--- src/rtl/pal_pkg.sv ---
// Shared constants and index helpers for the field-programmable PAL.
// bitstream_len/and_bit/or_bit define the configuration bit layout used everywhere.
package pal_pkg;

  localparam int unsigned NUM_INPUTS_DEF        = 8;
  localparam int unsigned NUM_OUTPUTS_DEF       = 8;
  localparam int unsigned NUM_INTERM_STAGES_DEF = 8;

  typedef enum logic {
    LIT_POS = 1'b0,
    LIT_NEG = 1'b1
  } lit_pol_e;

  function automatic int unsigned bitstream_len(input int unsigned ni,
                                                input int unsigned no,
                                                input int unsigned ns);
    return 2 * ni * ns + ns * no;
  endfunction

  // AND plane: two bits per input per term, true literal first
  function automatic int unsigned and_bit(input int unsigned s,
                                          input int unsigned k,
                                          input lit_pol_e    neg,
                                          input int unsigned ni = NUM_INPUTS_DEF);
    return s * 2 * ni + 2 * k + ((neg == LIT_NEG) ? 1 : 0);
  endfunction

  function automatic int unsigned or_bit(input int unsigned o,
                                         input int unsigned s,
                                         input int unsigned ni = NUM_INPUTS_DEF,
                                         input int unsigned ns = NUM_INTERM_STAGES_DEF);
    return 2 * ni * ns + o * ns + s;
  endfunction

endpackage

--- src/rtl/pal_if.sv ---
// Pin bundle of the PAL user-project tile: enable, dedicated and bidirectional pins.
interface pal_if;

  logic       ena;
  logic [7:0] ui_in;
  logic [7:0] uo_out;
  logic [7:0] uio_in;
  logic [7:0] uio_out;
  logic [7:0] uio_oe;

  modport master (
    output ena, ui_in, uio_in,
    input  uo_out, uio_out, uio_oe
  );

  modport slave (
    input  ena, ui_in, uio_in,
    output uo_out, uio_out, uio_oe
  );

endinterface

--- src/rtl/pal_logic_array.sv ---
// Combinational AND/OR planes of the PAL, driven directly by the configuration bits.
module pal_logic_array
  import pal_pkg::*;
#(
  parameter int unsigned NUM_INPUTS        = NUM_INPUTS_DEF,
  parameter int unsigned NUM_OUTPUTS       = NUM_OUTPUTS_DEF,
  parameter int unsigned NUM_INTERM_STAGES = NUM_INTERM_STAGES_DEF,
  localparam int unsigned BITSTREAM_LEN    =
    bitstream_len(NUM_INPUTS, NUM_OUTPUTS, NUM_INTERM_STAGES)
) (
  input  logic [BITSTREAM_LEN-1:0]     cfg,
  input  logic [NUM_INPUTS-1:0]        in,
  output logic [NUM_OUTPUTS-1:0]       out
);

  logic [NUM_INTERM_STAGES-1:0] term;
  logic [NUM_INTERM_STAGES-1:0] term_used;
  logic [NUM_INTERM_STAGES-1:0] term_and;

  // A term with no selected literal must read 0, not the empty-AND identity 1
  always_comb begin
    term_used = '0;
    term_and  = '1;
    for (int unsigned s = 0; s < NUM_INTERM_STAGES; s++) begin
      for (int unsigned k = 0; k < NUM_INPUTS; k++) begin
        if (cfg[and_bit(s, k, LIT_POS, NUM_INPUTS)]) begin
          term_used[s] = 1'b1;
          term_and[s]  = term_and[s] & in[k];
        end
        if (cfg[and_bit(s, k, LIT_NEG, NUM_INPUTS)]) begin
          term_used[s] = 1'b1;
          term_and[s]  = term_and[s] & ~in[k];
        end
      end
    end
    term = term_used & term_and;
  end

  always_comb begin
    out = '0;
    for (int unsigned o = 0; o < NUM_OUTPUTS; o++) begin
      for (int unsigned s = 0; s < NUM_INTERM_STAGES; s++) begin
        if (cfg[or_bit(o, s, NUM_INPUTS, NUM_INTERM_STAGES)]) begin
          out[o] = out[o] | term[s];
        end
      end
    end
  end

endmodule

--- src/rtl/pal_top_wrapper.sv ---
// PAL user-project wrapper: serial config shift register, pin mapping and optional readback.
// Define PAL_READBACK_EN to expose cfg[0] on uio_out[1] for scan-out/chaining.
module pal_top_wrapper
  import pal_pkg::*;
#(
  parameter int unsigned NUM_INPUTS        = NUM_INPUTS_DEF,
  parameter int unsigned NUM_OUTPUTS       = NUM_OUTPUTS_DEF,
  parameter int unsigned NUM_INTERM_STAGES = NUM_INTERM_STAGES_DEF
) (
  input  logic  clk,
  input  logic  rst,
  pal_if.slave  bus
);

  localparam int unsigned BITSTREAM_LEN =
    bitstream_len(NUM_INPUTS, NUM_OUTPUTS, NUM_INTERM_STAGES);

  logic [BITSTREAM_LEN-1:0] cfg;
  logic [NUM_OUTPUTS-1:0]   pal_out;
  logic                     unused_pins;

  // New bits enter at the top so the first bit shifted in ends up in cfg[0]
  always_ff @(posedge clk) begin
    if (rst) begin
      cfg <= '0;
    end else if (bus.ena) begin
      cfg <= {bus.uio_in[0], cfg[BITSTREAM_LEN-1:1]};
    end
  end

  pal_logic_array #(
    .NUM_INPUTS        (NUM_INPUTS),
    .NUM_OUTPUTS       (NUM_OUTPUTS),
    .NUM_INTERM_STAGES (NUM_INTERM_STAGES)
  ) u_array (
    .cfg (cfg),
    .in  (bus.ui_in[NUM_INPUTS-1:0]),
    .out (pal_out)
  );

  always_comb begin
    bus.uo_out                  = '0;
    bus.uo_out[NUM_OUTPUTS-1:0] = pal_out;
  end

`ifdef PAL_READBACK_EN
  always_comb begin
    bus.uio_out    = '0;
    bus.uio_out[1] = cfg[0];
    bus.uio_oe     = 8'h02;
  end
`else
  always_comb begin
    bus.uio_out = '0;
    bus.uio_oe  = '0;
  end
`endif

  assign unused_pins = &{1'b0, bus.uio_in[7:1], bus.ui_in};

endmodule

--- src/flat_wrapper.sv ---
// flat-port wrapper written by rule: the top's interface ports become plain ports
module pal_top_wrapper_flat import pal_pkg::*;
#(
  parameter int unsigned NUM_INPUTS        = NUM_INPUTS_DEF,
  parameter int unsigned NUM_OUTPUTS       = NUM_OUTPUTS_DEF,
  parameter int unsigned NUM_INTERM_STAGES = NUM_INTERM_STAGES_DEF
)
  (clk, rst, bus_ena, bus_ui_in, bus_uio_in, bus_uo_out, bus_uio_out, bus_uio_oe);
  pal_if bus_i ();
  input  logic clk;
  input  logic rst;
  input wire logic [$bits(bus_i.ena)-1:0] bus_ena;
  input wire logic [$bits(bus_i.ui_in)-1:0] bus_ui_in;
  input wire logic [$bits(bus_i.uio_in)-1:0] bus_uio_in;
  output wire logic [$bits(bus_i.uo_out)-1:0] bus_uo_out;
  output wire logic [$bits(bus_i.uio_out)-1:0] bus_uio_out;
  output wire logic [$bits(bus_i.uio_oe)-1:0] bus_uio_oe;
  assign bus_i.ena = bus_ena;
  assign bus_i.ui_in = bus_ui_in;
  assign bus_i.uio_in = bus_uio_in;
  assign bus_uo_out = bus_i.uo_out;
  assign bus_uio_out = bus_i.uio_out;
  assign bus_uio_oe = bus_i.uio_oe;
  pal_top_wrapper #(.NUM_INPUTS(NUM_INPUTS), .NUM_OUTPUTS(NUM_OUTPUTS), .NUM_INTERM_STAGES(NUM_INTERM_STAGES)) u_core (.clk(clk), .rst(rst), .bus(bus_i));
endmodule
--- config.mk ---
export PLATFORM = sky130hd
export DESIGN_NAME = pal_top_wrapper_flat
export DESIGN_NICKNAME = d
export VERILOG_FILES = /design/src/rtl/pal_pkg.sv /design/src/rtl/pal_if.sv /design/src/rtl/pal_logic_array.sv /design/src/rtl/pal_top_wrapper.sv /design/src/flat_wrapper.sv
export SDC_FILE = /design/constraint.sdc
export NUM_CORES = 1
export LEC_CHECK = 0
export ABC_AREA = 1
export CAP_MARGIN = 15
export CORE_UTILIZATION = 57
export DETAILED_ROUTE_END_ITERATION = 10
export PLACE_DENSITY = 0.76
export SLEW_MARGIN = 20
export SYNTH_ARGS = -nofsm -noshare
export SYNTH_HDL_FRONTEND = slang
export SYNTH_SLANG_ARGS = --single-unit
--- constraint.sdc ---
create_clock -name clk -period 1.5 [get_ports clk]
set_input_delay 0.225 -clock clk [delete_from_list [all_inputs] [get_ports clk]]
set_output_delay 0.225 -clock clk [all_outputs]
set_load 0.1 [all_outputs]
Word-level counts from Yosys, hierarchy flattened --
Index checks and enable logic that the tools add are counted.
Storage, ports and cells: bits in registers 192, latch bits 0, RAM bits 0, bits in read-only memories 0, input port bits 19, output and inout port bits 24, logic and storage cells 506, memories kept 0
Cells by class: add/subtract/negate cells 0, $mul 0, div/mod/pow operators 0, magnitude comparators 0, eq/ne operators 0, shift operators 0, muxes and demuxes 320, bitwise gates (word level) 185, reduce and logical (&&, ||, !) cells 0
Operator list (count):
- $mux 1 | 320
- $and 1x1->1 | 120
- $or 1x1->1 | 56
- $and 8x8->8 | 1
- $not 1->1 | 8

Depth between registers and ports, before layout --
word-level depth 47, mapped depth 11, depth with buffers taken out 9

Modules after synthesis --
Synthesis repeated with hierarchy kept, for this count alone.
Second synthesis, totals: cell total of the unflattened synthesis 1769, area total of the unflattened synthesis 10530.1 µm²
Modules (own cells, without submodules):
- pal_top_wrapper | instances 1, cells an instance 1234, area each 8094.0 µm², seq. area each 3843.7 µm²
- pal_logic_array | instances 1, cells an instance 535, area each 2436.1 µm², seq. area each 0.0 µm²

Worst setup path before layout --
Ideal clock, no wire load.
kind input to output, start input port bus_ui_in[5], end output port bus_uo_out[2], data arrival time 1.706 ns, required time 1.275 ns, slack -0.431 ns, stages on the path 11, path buffers 2, cell sequence buf_6 buf_12 nand2_2 inv_1 nor2_1 nand2_1 nor2_4 nand4_1 nand2_1 nor2_1 nand2_1
On the way: cells in the longest elaborated chain, start to end 28, elaborated cells between the ends (all ways) 113, classes of those cells mux (56); bitwise (57)
Ends and longest elaborated chain:
- start: declaration | RTL line flat_wrapper.sv:13 | input wire logic [$bits(bus_i.ui_in)-1:0] bus_ui_in;
- $and 1x1->1 | RTL line pal_logic_array.sv:28 | term_and[s] = term_and[s] & in[k];
- $mux 1 | RTL line pal_logic_array.sv:26 | if (cfg[and_bit(s, k, LIT_POS, NUM_INPUTS)]) begin
- $and 1x1->1 | RTL line pal_logic_array.sv:32 | term_and[s] = term_and[s] & ~in[k];
- $mux 1 | RTL line pal_logic_array.sv:30 | if (cfg[and_bit(s, k, LIT_NEG, NUM_INPUTS)]) begin
- $and 1x1->1 | RTL line pal_logic_array.sv:28
- $mux 1 | RTL line pal_logic_array.sv:26
- $and 1x1->1 | RTL line pal_logic_array.sv:32
- $mux 1 | RTL line pal_logic_array.sv:30
- (+12 left out)
- $or 1x1->1 | RTL line pal_logic_array.sv:44 | out[o] = out[o] | term[s];
- $mux 1 | RTL line pal_logic_array.sv:43 | if (cfg[or_bit(o, s, NUM_INPUTS, NUM_INTERM_STAGES)]) begin
- $or 1x1->1 | RTL line pal_logic_array.sv:44
- $mux 1 | RTL line pal_logic_array.sv:43
- $or 1x1->1 | RTL line pal_logic_array.sv:44
- $mux 1 | RTL line pal_logic_array.sv:43
- $or 1x1->1 | RTL line pal_logic_array.sv:44
- $mux 1 * | RTL line pal_logic_array.sv:43
- end: declaration | RTL line flat_wrapper.sv:15 | output wire logic [$bits(bus_i.uo_out)-1:0] bus_uo_out;
Mark *: on every way between the ends. The rest lies on a longest branch, timed or not.

Worst setup path after layout --
start register u_core.cfg[61], end output port bus_uo_out[3]
On the way: cells in the longest elaborated chain, start to end 16, elaborated cells between the ends (all ways) 19, classes of those cells mux (11); bitwise (8)
Ends and longest elaborated chain:
- start: declaration | RTL line pal_top_wrapper.sv:18 | logic [BITSTREAM_LEN-1:0] cfg;
- start signal: assignment | RTL line pal_top_wrapper.sv:27 | cfg <= {bus.uio_in[0], cfg[BITSTREAM_LEN-1:1]};
- $mux 1 | RTL line pal_logic_array.sv:30
- $and 1x1->1 | RTL line pal_logic_array.sv:28
- $mux 1 | RTL line pal_logic_array.sv:26
- $and 1x1->1 | RTL line pal_logic_array.sv:32
- $mux 1 | RTL line pal_logic_array.sv:30
- $and 8x8->8 * | RTL line pal_logic_array.sv:36 | term = term_used & term_and;
- $or 1x1->1 * | RTL line pal_logic_array.sv:44
- $mux 1 * | RTL line pal_logic_array.sv:43
- $or 1x1->1 | RTL line pal_logic_array.sv:44
- $mux 1 * | RTL line pal_logic_array.sv:43
- $or 1x1->1 | RTL line pal_logic_array.sv:44
- $mux 1 * | RTL line pal_logic_array.sv:43
- $or 1x1->1 | RTL line pal_logic_array.sv:44
- $mux 1 * | RTL line pal_logic_array.sv:43
- $or 1x1->1 | RTL line pal_logic_array.sv:44
- $mux 1 * | RTL line pal_logic_array.sv:43
Marked as above.

==> out/metrics.csv <==
stage,metric,value,unit
yosys,yosys.area.top_type,dfxtp_1,
yosys,syn-cell-area,8910,sq um
layout,diodes,0,
yosys,synth_seq_area_share,43.1,%
yosys,syn_inst,1304,
global_routing,grt_max_degree,82,
critical_path,reg2reg_from,u_core.cfg[16],
yosys,synth-xor-area-share,0,%
floorplan,fp.dieW,127,um
placed_design,pre_cts_ws,-0.726,ns
yosys,synth_seq_cells,192,
timing,fin_worst_skew,0.00655,ns
global_routing,grt_use_total,33.3,%
clock_network,hold_buffers,0,
critical_path,slowest_stage,dfxtp_2,
floorplan,start_util,58.6,%
layout,nNetsFinal,1477,
min_path,hp-start,rst,
timing,rsz0062_at_grt,yes,
critical_path,cp_data_arrival_time,1.98,ns
yosys,synth_top_area_share,43.1,%
floorplan,die_y,127,um
status,violations,setup timing,
power_and_ir_drop,peakVddDrop,1030,uV
layout,fin_util,77.4,%
drt,vias_per_cell,5.57,
drt,vias,9227,
power_and_ir_drop,clkPwrFrac,39.7,%
timing,fin_setup_tns,-5.37,ns
yosys,synth_top_family_by_area,simple AND/OR/NAND/NOR gates,
power_and_ir_drop,p_int,9.03,mW
layout,area_growth,32.1,%
drt,drt-total-wl,25900,um
min_path,worstHoldPathType,primary input to register,
clock_network,cts-root-buf,clkbuf_16,
floorplan,die_area,16100,sq um
min_path,holdPathStages,2,
timing,fmax,454,MHz
power_and_ir_drop,pwr-share-comb,16.8,%
critical_path,worst_setup_path_end_kind,output pin,
layout,regMostFlops,u_core.cfg,
timing,period_share,147,%
yosys,avgSynthCellArea,6.83,sq um
drt,first_pass_iters,6,
global_routing,overflow,0,
global_routing,grt_antenna_before_repair,0,
layout,largest_reg_flops,192,
floorplan,boundaryPins,43,
drt,first_iter_violations,946,
clock_network,clock-sinks,192,
power_and_ir_drop,swShare,27.2,%
timing,hold_violations,0,
layout,multi_input_area,4650,sq um
power_and_ir_drop,switching_power,3.38,mW
critical_path,critical_path_peak_fanout,8,
yosys,synth-simple-area-share,33.6,%
critical_path,worst-r2r-cell-count,5,
layout,drive_above_1_share,26.7,%
power_and_ir_drop,seqPwrFrac,43.5,%
global_routing,grt_first_pass_wirelength,42100,um
clock_network,htreeDepth,4,
clock_network,insertion_delay,0.44,ns
clock_network,clock_path_buffers,2,
timing,postLayoutSetupSlackWorst,-0.703,ns
placed_design,place_congestion,0.874,
status,status,"complete, but fails checks",
clock_network,clk_pin_slew_worst_paths,0.07,ns
clock_network,cts_made_buffers,17,
layout,final_cell_area,11800,sq um
critical_path,worstPathCellList,"buf_6, inv_4, nand2_1, nand2_1, nand2_2, nor2_4, nand4_1, nand2_1, nor2_2, nand2_4, buf_12",
min_path,hold_end,u_core.cfg[50],
floorplan,core,15200,sq um
critical_path,crit_top_cell,nand2_1,
layout,fill_cells,1100,
yosys,ys_top_cells_by_area,"dfxtp_1, nand2_1, nor2_1",
layout,ff_latch_area,3880,sq um
yosys,yosysWarningCount,0,
yosys,synth_compound_area_share,14.2,%
critical_path,path_class,register to output pin,
placed_design,dp_hpwl,16800,um
drt,ant_nets,0,
layout,top_regs,u_core.cfg: 192 flops,
critical_path,slowest_delay,0.33,ns
placed_design,placed_area,10600,sq um
drt,wl_per_cell,15.6,um
timing,slew_viol_final,0,
yosys,yosys.cell_types.count,22,
critical_path,reg2reg_to,u_core.cfg[15],
yosys,synth_adder_area_share,0,%
floorplan,rows,45,
timing,min_period,2.20,ns
global_routing,grt_pass1_vias,8558,
critical_path,cp-start-kind,register,
yosys,muxShareOfSynthArea,0,%
power_and_ir_drop,powerDensity,1050,nW/um^2
placed_design,port_buffers,19,
timing,report.final.setup_viol,8,
critical_path,r2r_setup_slack,0.42,ns
clock_network,tritoncts,done,
critical_path,required,1.27,ns
power_and_ir_drop,power_leakage,4.99,nW
drt,drc,0,
job,maxCapViolCount,0,
==> cells in the final DEF, fill, tap and decap left out, types with 10 or more instances in the layout <==
cell	Yosys	routed
nand2_1	436	387
nor2_1	198	169
dfxtp_1	192	166
buf_4	19	151
a21oi_1	100	100
a211oi_1	92	92
nand4_1	72	72
inv_1	85	55
nand2_2	2	41
nor2_2	15	30
dfxtp_2	0	26
buf_6	4	24
inv_2	4	21
buf_12	1	21
nor2_4	5	19
clkbuf_16	0	17
conb_1	1	16
inv_4	0	13
nand2_4	0	10
==> timing repair <==
| item | in CTS | in global routing |
|---|---|---|
| endpoints found under the setup margin | 8 | 8 |
| pin swaps | 93 | 43 |
| gates cloned | 3 | 0 |
| buffers inserted | 13 | 2 |
| resized for setup | 144 | 38 |
==> worst max-delay path: cells and delay by family, from the launching register on <==
| family | cells | cell delay [ns] |
|---|---|---|
| buffers and inverters | 3 | 0.34 |
| DFF | 1 | 0.33 |
| and+or+nand+nor | 8 | 0.88 |
==> area by class of cell <==
class | count | share of cell area (%)
well taps | 188 | 2.00
clock inverters | 8 | 1.30
clock buffers | 23 | 4.14
repair buffers | 208 | 17.0
inverters | 89 | 3.11
flip-flops and latches | 192 | 32.9
multi-input cells | 950 | 39.5
==> power groups by stage <==
stage          Sequential (mW)  Clock (mW)  Combinational (mW)
2_1_floorplan             5.48           0                1.17
3_3_place_gp              5.49           0                1.79
3_5_place_dp              5.49           0                1.82
4_1_cts                   5.39        4.96                2.01
5_1_grt                   5.42        5.20                2.24
6_report                  5.40        4.93                2.09
==> how the worst max path moves through the flow <==
| stage | startpoint | endpoint | slack [ns] | cells past startpoint |
|---|---|---|---|---|
| 2_1_floorplan | bus_ui_in[5] | bus_uo_out[2] | -0.02 | 11 |
| 6_report | u_core.cfg[61] | bus_uo_out[3] | -0.70 | 11 |
| 5_1_grt | u_core.cfg[96] | bus_uo_out[6] | -0.79 | 12 |
| 4_1_cts | u_core.cfg[92] | bus_uo_out[2] | -0.64 | 11 |
| 3_3_place_gp | bus_ui_in[0] | bus_uo_out[6] | -0.68 | 11 |
| 3_5_place_dp | bus_ui_in[1] | bus_uo_out[7] | -0.73 | 11 |
==> metal layers <==
metal | track usage (%) | up-vias | routed length, um
met5 | 0 | - | 0
met3 | 5.23 | 64 | 1670
li1 | - | 4527 | -
met2 | 54.7 | 348 | 12400
met4 | 14.7 | 0 | 864
met1 | 43.4 | 4288 | 11000
==> kinds of logic (layout without fill, tap and decap cells) <==
kind of cell	after synthesis	after routing
and+or+nand+nor	728	728
other	1	16
DFF	192	192
AOI/OAI and AO/OA	206	206
buffers and inverters	177	328
==> metrics by stage <==
stage / instances / power (mW) / hold WS [ns]
after floorplan: 1319 / 6.65 / 0.365
after global placement: 1609 / 7.27 / 0.466
after detailed placement: 1609 / 7.31 / 0.470
after CTS: 1656 / 12.4 / 0.0834
after global routing: 1658 / 12.9 / 0.101
final: 1658 / 12.4 / 0.0988
==> synthesized netlist by cell type (all sizes together) <==
master and instances:
conb 1, nand2 438, o21a 1, o21ai 13, inv 89, buf 44
nor2 218, dfxtp 192, a211oi 92, clkbuf 44, nand4 72, a21oi 100
No activity file was read; power rests on OpenSTA's default activity.
==> RTL change (same flow settings) <==
Change the package constant `NUM_INTERM_STAGES_DEF` from 8 to 10.
--- a/src/rtl/pal_pkg.sv
+++ b/src/rtl/pal_pkg.sv
@@ -6,3 +6,3 @@
   localparam int unsigned NUM_OUTPUTS_DEF       = 8;
-  localparam int unsigned NUM_INTERM_STAGES_DEF = 8;
+  localparam int unsigned NUM_INTERM_STAGES_DEF = 10;
 
Check against the original RTL: same outputs for any inputs over 10 cycles, from zero or initial values and one cycle with rst high; that may be too few to reach the edited logic, so the function may still have changed.
==> RTL change against the original RTL <==
- the run still ends with setup timing left
- worst setup slack got worse by 120 ps
- sequential cell count increased by 48
- clock skew increased by 8.0 ps
- power increased by 25%
- final area increased by 22%
- routed wire length increased by 29%
- synthesized area increased by 23%
- via count increased by 24%
- critical path depth decreased by 2
- register-to-register slack improved by 80 ps
- largest power group is now the clock network
==> RTL change: results (changes against the original RTL) <==
run status - finished, violations left
failing checks - setup timing
multiplexer share of the synthesized area - 0% (unchanged)
ys async rst share - 0% (unchanged)
R2R Setup Slk - 500 ps (+80 ps)
number of diodes - 0 (unchanged)
worst-skew pair later-pin latency - 530 ps (+90 ps)
maximum vdd ir drop - 0.8728 mV (-15%)
GPL Wtd Cong - 0.9137 (+4.5%)
biggest regs - u_core.cfg x240
synth cell count leaders - 568 x nand2_1, 240 x dfxtp_1, 200 x nor2_1
Setup TNS - -6142 ps (-772.3 ps)
skew final - 14.59 ps (+8.043 ps)
routed vias - 11448 (+24%)
Slowest cell on crit path - dfxtp_2
share of cells above drive strength 1 - 26.27% (-0.47 points)
P_leak - 5.947 nW (+19%)
Critical Path End - bus_uo_out[6]
Syn. warnings - 0 (unchanged)
HP Start - rst
Crit path max-delay family - simple AND/OR/NAND/NOR gates
Nets - 1775 (+20%)
reg2reg end - u_core.cfg[7]
Final setup viols - 8 (unchanged)
clk buf depth - 3 (+1)
final hold slack - 50.89 ps (-47.88 ps)
Synth Area in Compound Gates - 14.12% (-0.10 points)
Critical Path Max Stage Delay - 330 ps (about the same)
Final Worst Setup Slack - -827.3 ps (-124.4 ps)
Hold EP - u_core.cfg[127]
TritonRoute pass-1 iters - 5 (-1)
hpwl dp - 21.42 mm (+28%)
H-tree Lvls - 1 (-3)
worst r2r src - u_core.cfg[8]
placed cell areas - 12960 sq um (+23%)
vias in the first global route - 10779 (+26%)
total CTS buffers - 26 (+9)
Global Route Usage Sum - 33.76% (+0.49 points)
sequential share of the synthesized area - 43.95% (+0.82 points)
Clock transition at path regs - 70 ps (about the same)
WHS Path Cells - 2 (unchanged)
R2R cell count - 5 (unchanged)
Yosys cell types - 27 (+23%)
CP arrival - 2100 ps (+120 ps)
Final Instance Count excl. Fillers - 2008 (+21%)
Place WS - -845.9 ps (-120.1 ps)
initial antenna violation count - 0 (unchanged)
Critical Path Start - u_core.cfg[159]
first-pass GRT wire length - 53.23 mm (+26%)
largest cells by area after synthesis - dfxtp_1 44%, nand2_1 20%, a21oi_1 7.5%
wire length per cell - 16.64 um (+6.4%)
largest net degree at the start of global routing - 70 (-15%)
initial DRC count - 1191 (+26%)
Syn Area/Cell - 6.910 sq um (+1.1%)
RTL change: layer usage:
metal / GRT usage, % / up-vias / routed length [um]
met5: 0 / - / 0
met4: 16.08 / 0 / 1481
met3: 5.470 / 115 / 2955
met2: 55.58 / 523 / 15510
met1: 43.34 / 5299 / 13470
li1: - / 5511 / -
RTL change: layout make-up:
class	instances	area, sq um
multi-input cells	1194	5909
clock buffers	37	783.3
well taps	234	292.8
repair buffers	235	2218
inverters	59	241.5
fillers	1308	4362
clock inverters	9	120.1
flip-flops and latches	240	4841
RTL change: timing repair:
| action | in CTS | in global routing |
|---|---|---|
| hold buffers | 0 | 0 |
| pin swaps | 63 | 59 |
| buffers inserted | 2 | 2 |
| endpoints found under the setup margin | 8 | 8 |
| gates cloned | 0 | 0 |
| gates resized for setup | 114 | 71 |
RTL change: where the power goes:
group / internal, mW / switching, mW / total, mW
combinational: 0.729 / 1.39 / 2.12
sequential: 6.53 / 0.101 / 6.63
clock: 4.12 / 2.60 / 6.72
